<file path="config.mk">
export PLATFORM = sky130hd
export DESIGN_NAME = reg_dump_unit
export DESIGN_NICKNAME = d
export VERILOG_FILES = /design/src/rtl/reg_dump_unit.sv
export SDC_FILE = /design/constraint.sdc
export NUM_CORES = 1
export LEC_CHECK = 0
export ABC_AREA = 1
export BUFFER_PORTS_ARGS = -buffer_cell sky130_fd_sc_hd__buf_2
export CORE_AREA = 2 2 51 53
export CTS_CLUSTER_DIAMETER = 30
export DETAILED_ROUTE_END_ITERATION = 6
export DIE_AREA = 0 0 53 55
export GPL_TIMING_DRIVEN = 1
export PLACE_DENSITY = 0.89
export RECOVER_POWER = 25
export SLEW_MARGIN = 20
export SYNTH_ARGS = -nofsm -noshare
export SYNTH_HDL_FRONTEND = slang
export SYNTH_SLANG_ARGS = --single-unit
export TNS_END_PERCENT = 20
</file>
<file path="constraint.sdc">
create_clock -name clock -period 1.8 [get_ports clock]
set_input_delay 0.27 -clock clock [delete_from_list [all_inputs] [get_ports clock]]
set_output_delay 0.27 -clock clock [all_outputs]
set_load 0.005 [all_outputs]
</file>
<file path="src/rtl/reg_dump_unit.sv">
// Purpose: walks a wrapping range of a 4-entry register bank and streams (index, value) items with a running XOR checksum.
// Latency: one FETCH cycle plus at least one SEND cycle per item; done pulses one cycle after the last item is accepted.
// Backpressure: an item is held stable in SEND until out_ready is seen high at a clock edge; start is ignored while busy.
module reg_dump_unit (
    input  logic       clock,
    input  logic       reset,
    input  logic       start,
    input  logic [1:0] first_reg,
    input  logic [1:0] last_reg,
    output logic [1:0] reg_read,
    input  logic [7:0] reg_data,
    output logic [7:0] out_data,
    output logic [1:0] out_index,
    output logic       out_valid,
    input  logic       out_ready,
    output logic       busy,
    output logic       done,
    output logic [7:0] checksum
);

    localparam logic [1:0] S_IDLE  = 2'd0;
    localparam logic [1:0] S_FETCH = 2'd1;
    localparam logic [1:0] S_SEND  = 2'd2;
    localparam logic [1:0] S_DONE  = 2'd3;

    logic [1:0] state_q, state_d;
    logic [1:0] index_q, index_d;
    logic [1:0] last_q, last_d;
    logic [7:0] data_q, data_d;
    logic [1:0] oidx_q, oidx_d;
    logic [7:0] csum_q, csum_d;

    // Next-state logic: range latch on start, one-cycle fetch, hold-until-accepted send.
    always_comb begin
        state_d = state_q;
        index_d = index_q;
        last_d  = last_q;
        data_d  = data_q;
        oidx_d  = oidx_q;
        csum_d  = csum_q;
        case (state_q)
            S_IDLE: begin
                if (start) begin
                    state_d = S_FETCH;
                    index_d = first_reg;
                    last_d  = last_reg;
                    csum_d  = 8'h00;
                end
            end
            S_FETCH: begin
                // The bank read port is combinational, so the value is ready this cycle.
                data_d  = reg_data;
                oidx_d  = index_q;
                state_d = S_SEND;
            end
            S_SEND: begin
                if (out_ready) begin
                    csum_d = csum_q ^ data_q;
                    if (index_q == last_q) begin
                        state_d = S_DONE;
                    end else begin
                        // 2-bit index wraps 3 -> 0, which gives wrapping ranges for free.
                        index_d = index_q + 2'd1;
                        state_d = S_FETCH;
                    end
                end
            end
            S_DONE: begin
                state_d = S_IDLE;
            end
            default: begin
                state_d = S_IDLE;
            end
        endcase
    end

    // State registers; reset clears everything, so an interrupted dump never resumes.
    always_ff @(posedge clock or negedge reset) begin
        if (!reset) begin
            state_q <= S_IDLE;
            index_q <= 2'd0;
            last_q  <= 2'd0;
            data_q  <= 8'h00;
            oidx_q  <= 2'd0;
            csum_q  <= 8'h00;
        end else begin
            state_q <= state_d;
            index_q <= index_d;
            last_q  <= last_d;
            data_q  <= data_d;
            oidx_q  <= oidx_d;
            csum_q  <= csum_d;
        end
    end

    assign reg_read  = index_q;
    assign out_data  = data_q;
    assign out_index = oidx_q;
    assign out_valid = (state_q == S_SEND);
    assign busy      = (state_q != S_IDLE);
    assign done      = (state_q == S_DONE);
    assign checksum  = csum_q;

endmodule

</file>
* Yosys cells after proc, flatten, opt, wreduce, memory -nomap -nowiden
Cells that the tools add are included.
Operators by class: muxes and demuxes 11, equality and inequality tests 7, add/subtract/negate cells 1, bitwise logic cells 1, reduce and logical (&&, ||, !) cells 7
Operator list (count):
- $mux 8 | 2
- $pmux 8 s2 | 1
- $mux 2 | 6
- $pmux 2 s4 | 1
- $xor 8x8->8 | 1
- $eq 2x2->1 const B | 2
- $ne 2x2->1 const B | 2
- $pmux 2 s2 | 1
- $reduce_and 2->1 | 2
- $reduce_and 4->1 | 1
- $reduce_bool 2->1 | 2
- $reduce_and 3->1 | 1
- $add 2x1->2 const B | 1
- $eq 2x1->1 const B | 1
- $eq 2x2->1 | 1
- $logic_not 2->1 | 1
- $ne 2x1->1 const B | 1
Word-level totals: logic and storage cells 33, register bits after elaboration 24, input bits 16, output and inout bits 23

* Longest topological paths before layout
Gate-level depths: netlist (run 1).
depth after elaboration 4, depth in mapped cells 8, mapped depth without buffers 8

* Worst setup path after synthesis (run 1)
No wires, ideal clock.
path kind register -> register, start reg state_q[1], end reg data_q[0], in the netlist out_data[0], library setup time 125 ps, path slack 684 ps, cell stages (with the launch flop) 5, arrival time 991 ps, clock period less this slack 1116 ps, data required time 1675 ps, buffers on the path 1, path through dfrtp_1 -> inv_2 -> nand2_2 -> buf_6 -> mux2_4
Between the ends: longest elaborated chain between the ends 1
Ends and longest elaborated chain:
- start: declaration | line 26 | logic [1:0] state_q, state_d;
- start signal: assignment | line 87 | state_q <= state_d;
- $eq 2x1->1 | line 41 | case (state_q)
- end signal: assignment | line 90 | data_q <= data_d;
- end: declaration | line 29 | logic [7:0] data_q, data_d;
Every way passes these cells. A chain may end at the register's enable or synchronous reset.

* Worst setup path in the final report (run 1)
start reg state_q[0], end out out_valid
Between the ends: longest elaborated chain between the ends 1
Ends and longest elaborated chain:
- $eq 2x2->1 | line 99 | assign out_valid = (state_q == S_SEND);
- end: declaration | line 14 | output logic out_valid,
Every way passes these cells.

==> results of run 1 <==
## report_power, final
| group | total, mW | internal, mW | switching, mW |
|---|---|---|---|
| Combinational | 1.02 | 0.495 | 0.527 |
| Sequential | 1.00 | 0.769 | 0.234 |
| Clock | 0.391 | 0.225 | 0.166 |
## kinds of logic after synthesis
family                 share of synthesized area [%]
AND/OR/NAND/NOR                                 23.9
flip-flops                                      50.8
buffers and inverters                           7.41
AO/OA/AOI/OAI                                   8.58
multiplexers                                    9.22
## routing by layer
metal / GRT usage [%] / up-vias / part of all wire [%]
li1: - / 465 / -
met1: 21.8 / 455 / 41
met2: 34.6 / 29 / 53
met3: 2.42 / 4 / 4.6
met4: 6.41 / 0 / 1.0
met5: 0 / - / 0
## cell type report
| cell class | count | area share (%) |
|---|---|---|
| sequential | 24 | 41.6 |
| multi-input combinational | 79 | 34.1 |
| timing repair buffer | 39 | 13.9 |
| inverter | 16 | 4.16 |
| tap | 30 | 2.60 |
| clock inverter | 1 | 2.08 |
| clock buffer | 3 | 1.56 |
## path summary, 6_finish.rpt
check	start	end	slack [ns]	depth (start not counted)
worst max-delay path	state_q[0]$_DFFE_PN0P_	out_valid	0.39	4
worst min-delay path	reg_data[2]	out_data[2]$_DFFE_PN0N_	0.17	2
worst max register to register	state_q[0]$_DFFE_PN0P_	reg_read[0]$_DFFE_PN0P_	0.52	6
worst min register to register	out_index[1]$_DFFE_PN0N_	out_index[1]$_DFFE_PN0N_	0.51	2
max in group asynchronous	reset	state_q[0]$_DFFE_PN0P_	0.95	2
min in group asynchronous	reset	checksum[1]$_DFFE_PN0P_	0.46	2
## timing repair
action	4_1_cts	5_1_grt
endpoints found under the hold margin	24	0
setup endpoints to repair	0	0
hold buffers	1	0
## synthesized netlist by cell type (2+ instances only)
cell     instances
nand3_1         10
a21oi_2          7
nor2_1           2
mux2_4           5
nand2_2          9
dfrtp_1         24
buf_6            2
nand2_1         32
inv_1           13
o21ai_0          3
mux2_2           3
inv_2            3
a21oi_1          2
## flip-flops by register name (all words and copies together), names as in the netlist
signal and cells:
last_q 2, state_q 2, out_index 2, checksum 8, out_data 8, reg_read 2
## stage by stage
| step | hold WS [ns] | cells | util [%] | cell area, µm² | worst slack (ns) |
|---|---|---|---|---|---|
| after floorplan | -0.0256 | 122 | - | 1180 | 0.684 |
| after global placement | 0.267 | 187 | 58.4 | 1380 | 0.593 |
| after detailed placement | 0.277 | 187 | 58.4 | 1380 | 0.541 |
| after CTS | 0.165 | 192 | 61.1 | 1440 | 0.385 |
| after global routing | 0.152 | 192 | 61.1 | 1440 | 0.320 |
| final | 0.169 | 192 | 61.1 | 1440 | 0.394 |
==> results.md, run 1 <==
- Die Area: between 2000 and 3000 µm²
- TritonCTS buffer count: 3
- Area Overhead vs Synth: 22.2%
- Max FO, Critical Path: 6
- CP arrival: approximately 1.1 ns
- Peak VDD IR: roughly 1100 µV
- Commonest cells after routing, fill and taps aside: buf_2, nand2_1, dfrtp_1, inv_1, nand3_1
- Pin count of the biggest net entering global routing: 25
- Ant diodes: 0
- Top FF cell, synth: dfrtp_1
- Io pins: 39
- Initial Util: ~50%
- First-pass GRT wire length: roughly 3900 µm
- Yosys Warn Count: 0
- Root Driver: clkbuf_4
- Post-synth EDFFs: 0
- Gr usage total: between 10% and 20%
- Sequential cell area: 601 µm²
- Slowest CP cell: dfrtp_1
- Register area share after synthesis: 50.8%
- CTS sink cnt: 24
- Leakage power: about 0.8 nW
- Postcts setup bufs: 0
- Cell Chain, Critical Path: inv_2 -> nand2_4 -> inv_2 -> buf_2
- Initial drt markers: 19
- HPWL Detailed: 1780 µm
- Hold WC Path Type: in -> reg
- Most common cell after layout, fill and taps aside: buf_2
- Max Buffers Root-to-Sink: 2
- Final Max Slew Viols: 0
- CTS tree: built
- RSZ-0062 raised after global routing: no
- Routability cong.: 0.729
- DIE HEIGHT: around 55 µm
- GRT Residual Overflow: 0
- Asr flop ratio synth: 100%
- Synth area leaders: dfrtp_1, nand2_1, mux2_4
- # port buffers: 38
- Via count: 953
- Synthesized instance count: 122
- Final ANT Viol Nets: 0
- Antenna violations before repair: 0
- Crit Path Category: reg -> out
- Mean Syn Cell Area: 9.68 µm²
- # fillers: between 200 and 250
- Number of cell rows: 18
- CP top delay family: flip-flops
- Max-cap check violation count: 0
- Die width: ~53 µm
- Relative slew slack: 61.0%
- DRC: 0
- Top cell type by total area after synthesis: dfrtp_1
- Layout cells sized above 1: 44.4%
- Vias per cell: ~5
- Clock Pin Slew Worst Setup and Hold Paths: ~0.14 ns
- Avg WL per Cell: around 12 µm
- Crit-path max cell delay: around 0.43 ns
- Yosys cell types: 20
- Slew at the pin closest to its max-slew limit: between 0.5 and 0.6 ns
- Post-layout power: around 2.4 mW
- Status: finished, final reports clean
- Synthesized Nets: about 140
- Multi-input gate area: 493 µm²
- H-tree Lvls: 1
- Startpoint types: flip-flop
- Vias in the first global route: just over 900
- Period utilization: 78.1%
- # resized after CTS: 0
- WP buf/inv: 3
- Min Tclk post-route: approximately 1.4 ns
- Clk_skew: approximately 0.006 ns
- Clk_lat worst skew: 0.32 ns
- CP required: roughly 1.5 ns
- Most used cell, CP: inv_2
- Cell Pwr Density: 1670 nW/µm²
- Drt total wl: 2330 µm
- Worst setup EP type: primary output
- Layout Nets: around 180
- Final setup fails: 0
- Post-synth design cell area: ~1200 µm²
- Max Fclk: 711 MHz
- DR pass1 iterations: 3
- Yosys reg bits: 24
- Core region area: around 2400 µm²
- Setup_tns: 0 ns
- Post-synth top area share: around half
- Fin. Hold Viols: 0
No activity file was read; power rests on OpenSTA's default activity.
==> run 2: changes to the inputs <==
--- a/config.mk
+++ b/config.mk
@@ -7,12 +7,12 @@
 export LEC_CHECK = 0
 export ABC_AREA = 1
 export BUFFER_PORTS_ARGS = -buffer_cell sky130_fd_sc_hd__buf_2
-export CORE_AREA = 2 2 51 53
+export CORE_AREA = 2 2 53 55
 export CTS_CLUSTER_DIAMETER = 30
 export DETAILED_ROUTE_END_ITERATION = 6
-export DIE_AREA = 0 0 53 55
+export DIE_AREA = 0 0 55 57
 export GPL_TIMING_DRIVEN = 1
-export PLACE_DENSITY = 0.89
+export PLACE_DENSITY = 0.84
 export RECOVER_POWER = 25
 export SLEW_MARGIN = 20
 export SYNTH_ARGS = -nofsm -noshare
==> constraint.sdc (replaced) <==
create_clock -name clock -period 1.4 [get_ports clock]
set_input_delay 0.21 -clock clock [delete_from_list [all_inputs] [get_ports clock]]
set_output_delay 0.21 -clock clock [all_outputs]
set_load 0.005 [all_outputs]
==> results.md, run 2 (synthesized netlist as in run 1, its figures left out) <==
- Cell Pwr Density: 2170 nW/µm² (+30%)
- Clk_lat worst skew: 0.32 ns (about the same)
- Final setup fails: 0 (unchanged)
- Commonest cells after routing, fill and taps aside: buf_2, nand2_1, dfrtp_1, inv_1, nand3_1
- Number of cell rows: 19 (+1)
- Vias in the first global route: 1021 (+11%)
- Final ANT Viol Nets: 0 (unchanged)
- Antenna violations before repair: 0 (unchanged)
- DR pass1 iterations: 4 (+1)
- Worst setup EP type: primary output
- CP required: 1.19 ns (-0.34 ns)
- HPWL Detailed: 1910 µm (+7.4%)
- Io pins: 39 (unchanged)
- Final Max Slew Viols: 0 (unchanged)
- Period utilization: 95.7%
- Most common cell after layout, fill and taps aside: buf_2
- Min Tclk post-route: 1.34 ns
- Clk_skew: 0.0102 ns (+0.00417 ns)
- Peak VDD IR: 1390 µV (+25%)
- R2r worst-path depth: 3 (-3)
- TritonCTS buffer count: 3 (unchanged)
- DRC: 0 (unchanged)
- Startpoint types: flip-flop
- Hold Path Depth: 2 (unchanged)
- Die Area: 3140 µm² (+7.5%)
- CP Depth: 4 (unchanged)
- Crit Path Category: reg -> out
- H-tree Lvls: 1 (unchanged)
- Leakage power: 0.811 nW (+1.7%)
- Routability cong.: 0.753 (+3.3%)
- Multi-input gate area: 493 µm² (unchanged)
- Core region area: 2620 µm² (+11%)
- Crit-path max cell delay: 0.43 ns (about the same)
- CP top delay family: flip-flops
- Pin count of the biggest net entering global routing: 25 (unchanged)
- Cell Chain, Critical Path: inv_2 -> nand2_4 -> inv_4 -> buf_2
- Placed cells: 189 (+1.1%)
- # fillers: 250 (+15%)
- # port buffers: 38 (unchanged)
- GRT Residual Overflow: 0 (unchanged)
- Post-Place Setup Slack: 0.151 ns (-0.390 ns)
- Vias per cell: 5.03 (+1.4%)
- Hold Slack: 0.118 ns (-0.0511 ns)
- Design Area, Final: 1470 µm² (+1.8%)
- Root Driver: clkbuf_4
- Initial Util: 45.2% (-4.8 points)
- Setup_tns: 0 ns (unchanged)
- Hold WC Path Type: in -> reg
- Via count: 986 (+3.5%)
- WP buf/inv: 3 (unchanged)
- Slew at the pin closest to its max-slew limit: 0.586 ns (+0.00000340 ns)
- Layout cells sized above 1: 45.5% (+1.0 points)
- Relative slew slack: 61.0% (about the same)
- Die width: 55 µm (+3.8%)
- Clock Pin Slew Worst Setup and Hold Paths: 0.14 ns (about the same)
- Final Util: 56.2% (-4.8 points)
- Finished Layout Cells: 196 (+2.1%)
- Ant diodes: 0 (unchanged)
- Initial drt markers: 19 (unchanged)
- Slowest CP cell: dfrtp_1
- Max FO, Critical Path: 5 (-1)
- Drt total wl: 2530 µm (+8.7%)
- Max Buffers Root-to-Sink: 2 (unchanged)
- Area Overhead vs Synth: 24.5%
- First-pass GRT wire length: 4220 µm (+9.1%)
- Avg WL per Cell: 12.9 µm (+6.4%)
- Post-layout power: 3.19 mW (+32%)
- Layout Nets: 182 (+1.7%)
- DP Area: 1390 µm² (+0.63%)
- Max Fclk: approximately 750 MHz
- CTS sink cnt: 24 (unchanged)
- Gr usage total: 18.5% (+0.071 points)
- Sequential cell area: 601 µm² (unchanged)
- CP arrival: 1.13 ns (about the same)
- DIE HEIGHT: 57 µm (+3.6%)
- Setup ws final: 0.0605 ns (-0.333 ns)
- CTS tree: built
- R2r setup slk: 0.15 ns (-0.37 ns)
- Fin. Hold Viols: 0 (unchanged)
- Status: finished, final reports clean
- Max-cap check violation count: 0 (unchanged)
-- run 2: cell count changes in the layout (fill, tap and decap cells not counted), sizes merged --
cell  delta
buf      +3
-- run 2: cell type report --
| cell class | instances | area share, % |
|---|---|---|
| Multi-Input combinational cell | 79 | 33.5 |
| Tap cell | 31 | 2.64 |
| Inverter | 16 | 4.26 |
| Timing Repair Buffer | 42 | 15.1 |
| Clock inverter | 1 | 2.04 |
| Clock buffer | 3 | 1.53 |
| Sequential cell | 24 | 40.9 |
-- run 2: power by group --
group / internal (mW) / switching [mW]
Clock: 0.289 / 0.210
Combinational: 0.684 / 0.724
Sequential: 0.989 / 0.293
Total: 1.96 / 1.23
-- run 2: per-layer routing --
metal	routed length [µm]	global-route usage (%)	vias up
li1	-	-	471
met4	51	9.41	0
met5	0	0	-
met2	1340	31.6	36
met3	136	2.88	6
met1	1010	21.8	473
-- run 2: repair_timing --
action,4_1_cts,5_1_grt
buffers inserted,0,2
endpoints found under the hold margin,24,0
hold buffers,1,0
endpoints found under the setup margin,0,1
gates resized for setup,0,1
-- run 2: path summary, 6_finish.rpt --
check	start	endpoint
max in group asynchronous	reset	out_data[6]$_DFFE_PN0N_
hold reg to reg	out_index[0]$_DFFE_PN0N_	out_index[0]$_DFFE_PN0N_
min in group asynchronous	reset	checksum[3]$_DFFE_PN0P_
setup / recovery	state_q[0]$_DFFE_PN0P_	out_valid
hold / removal	reg_data[2]	out_data[2]$_DFFE_PN0N_
setup reg to reg	state_q[1]$_DFFE_PN0P_	out_data[4]$_DFFE_PN0N_
==> run 3: changes to the inputs <==
--- a/config.mk
+++ b/config.mk
@@ -7,12 +7,13 @@
 export LEC_CHECK = 0
 export ABC_AREA = 1
 export BUFFER_PORTS_ARGS = -buffer_cell sky130_fd_sc_hd__buf_2
-export CORE_AREA = 2 2 53 55
+export CORE_AREA = 2 2 62 47
 export CTS_CLUSTER_DIAMETER = 30
 export DETAILED_ROUTE_END_ITERATION = 6
-export DIE_AREA = 0 0 55 57
+export DIE_AREA = 0 0 64 49
 export GPL_TIMING_DRIVEN = 1
-export PLACE_DENSITY = 0.84
+export MAX_ROUTING_LAYER = met4
+export PLACE_DENSITY = 0.85
 export RECOVER_POWER = 25
 export SLEW_MARGIN = 20
 export SYNTH_ARGS = -nofsm -noshare
==> results.md, run 3 (synthesized netlist as in run 1, its figures left out) <==
- Status: finished, final reports clean
- Vias per cell: 4.75 (-5.6%)
- Final Util: 57.7% (+1.4 points)
- Crit Path Category: reg -> out
- Root Driver: clkbuf_4
- Clk_lat worst skew: 0.30 ns (-0.02 ns)
- Layout cells sized above 1: 46.1% (+0.65 points)
- GRT Residual Overflow: 0 (unchanged)
- Post-Place Setup Slack: 0.134 ns (-0.0174 ns)
- Max-cap check violation count: 0 (unchanged)
- Layout Nets: 184 (+1.1%)
- Cell Pwr Density: 2170 nW/µm² (about the same)
- Number of cell rows: 16 (-3)
- Fin. Hold Viols: 0 (unchanged)
- R2r worst-path depth: 3 (unchanged)
- Most common cell after layout, fill and taps aside: buf_2
- Initial Util: 45.7% (+0.57 points)
- Via count: 964 (-2.2%)
- CTS tree: built
- Gr usage total: 17.9% (-0.67 points)
- Io pins: 39 (unchanged)
- H-tree Lvls: 1 (unchanged)
- Relative slew slack: 61.7% (+0.71 points)
- Drt total wl: 2610 µm (+3.0%)
- Pin count of the biggest net entering global routing: 25 (unchanged)
- Peak VDD IR: 666 µV (-52%)
- Final setup fails: 0 (unchanged)
- DIE HEIGHT: 49 µm (-14%)
- Sequential cell area: 601 µm² (unchanged)
- Antenna violations before repair: 0 (unchanged)
- # fillers: 219 (-12%)
- CTS sink cnt: 24 (unchanged)
- Leakage power: 0.820 nW (+1.2%)
- Max Buffers Root-to-Sink: 2 (unchanged)
- Clk_skew: 0.00519 ns (-0.00503 ns)
- R2r setup slk: 0.12 ns (-0.03 ns)
- Min Tclk post-route: 1.35 ns (+0.0118 ns)
- Startpoint types: flip-flop
- Final Max Slew Viols: 0 (unchanged)
- Die width: 64 µm (+16%)
- DR pass1 iterations: 4 (unchanged)
- TritonCTS buffer count: 3 (unchanged)
- Commonest cells after routing, fill and taps aside: buf_2, nand2_1, dfrtp_1, inv_1, nand3_1
- Area Overhead vs Synth: 26.1%
- DRC: 0 (unchanged)
- CP required: 1.19 ns (about the same)
- Core region area: 2580 µm² (-1.2%)
- Initial drt markers: 31 (+12)
- Die Area: 3140 µm² (about the same)
- Multi-input gate area: 493 µm² (unchanged)
- Worst setup EP type: primary output
- # port buffers: 38 (unchanged)
- Final ANT Viol Nets: 0 (unchanged)
- CP arrival: 1.14 ns (about the same)
- Period utilization: 96.5% (+0.84 points)
- Hold WC Path Type: in -> reg
- Setup ws final: 0.0487 ns (-0.0118 ns)
- # resized after CTS: 0 (unchanged)
- Vias in the first global route: 943 (-7.6%)
- First-pass GRT wire length: 4260 µm (+0.83%)
- Avg WL per Cell: 12.9 µm (-0.59%)
- Slew at the pin closest to its max-slew limit: 0.575 ns (-0.0106 ns)
- Ant diodes: 0 (unchanged)
- HPWL Detailed: 1940 µm (+1.6%)
- Routability cong.: 0.745 (-0.98%)
- Max FO, Critical Path: 6 (+1)
- Hold Path Depth: 2 (unchanged)
- Clock Pin Slew Worst Setup and Hold Paths: 0.13 ns (about the same)
- Max Fclk: 740 MHz (-0.87%)
## run 3: metal layers
metal / global-route usage (%) / share of wire [%] / up-vias
li1: - / - / 478
met1: 22.4 / 47 / 453
met2: 29.9 / 47 / 31
met3: 3.00 / 4.8 / 2
met4: 5.07 / 0.84 / 0
met5: - / 0 / -
## run 3: worst max-delay path: stages (launching register included)
cell and delay [ns]:
dfrtp_1 0.44, inv_2 0.11, nand2_4 0.10, inv_2 0.09, buf_2 0.11
## run 3: path summary, 6_finish.rpt
kind                                               start                        to
max in group asynchronous                          reset   reg_read[0]$_DFFE_PN0P_
worst max register to register    state_q[1]$_DFFE_PN0P_   out_data[5]$_DFFE_PN0N_
min in group asynchronous                          reset   checksum[2]$_DFFE_PN0P_
worst max-delay path              state_q[0]$_DFFE_PN0P_                 out_valid
worst min register to register  out_index[1]$_DFFE_PN0N_  out_index[1]$_DFFE_PN0N_
worst min-delay path                         reg_data[4]   out_data[4]$_DFFE_PN0N_
## run 3: per-stage QoR
| step | setup TNS (ns) | cells | total power, mW | hold WS [ns] | area, µm² |
|---|---|---|---|---|---|
| after floorplan | 0 | 122 | 2.19 | -0.0856 | 1180 |
| after global placement | 0 | 194 | 2.56 | 0.204 | 1400 |
| after detailed placement | 0 | 194 | 2.66 | 0.213 | 1400 |
| after CTS | 0 | 199 | 3.15 | 0.122 | 1460 |
| after global routing | -0.0125 | 203 | 3.47 | 0.0993 | 1490 |
| final | 0 | 203 | 3.23 | 0.125 | 1490 |
## run 3: final cells by class
type                       count  share of cell area [%]
multi-input combinational     79                    33.1
tap                           36                    3.03
timing repair buffer          44                    16.0
sequential                    24                    40.3
clock buffer                   3                    1.51
inverter                      16                    4.03
clock inverter                 1                    2.02
## run 3: power breakdown
| part | internal [mW] | switching (mW) |
|---|---|---|
| Combinational | 0.712 | 0.738 |
| Sequential | 0.989 | 0.300 |
| Clock | 0.289 | 0.199 |
| Total | 1.99 | 1.24 |
## run 3: repair_timing
| action | 4_1_cts | 5_1_grt |
|---|---|---|
| setup buffers | 0 | 4 |
| endpoints found under the setup margin | 0 | 1 |
| hold buffers | 1 | 0 |
| hold endpoints to repair | 24 | 0 |
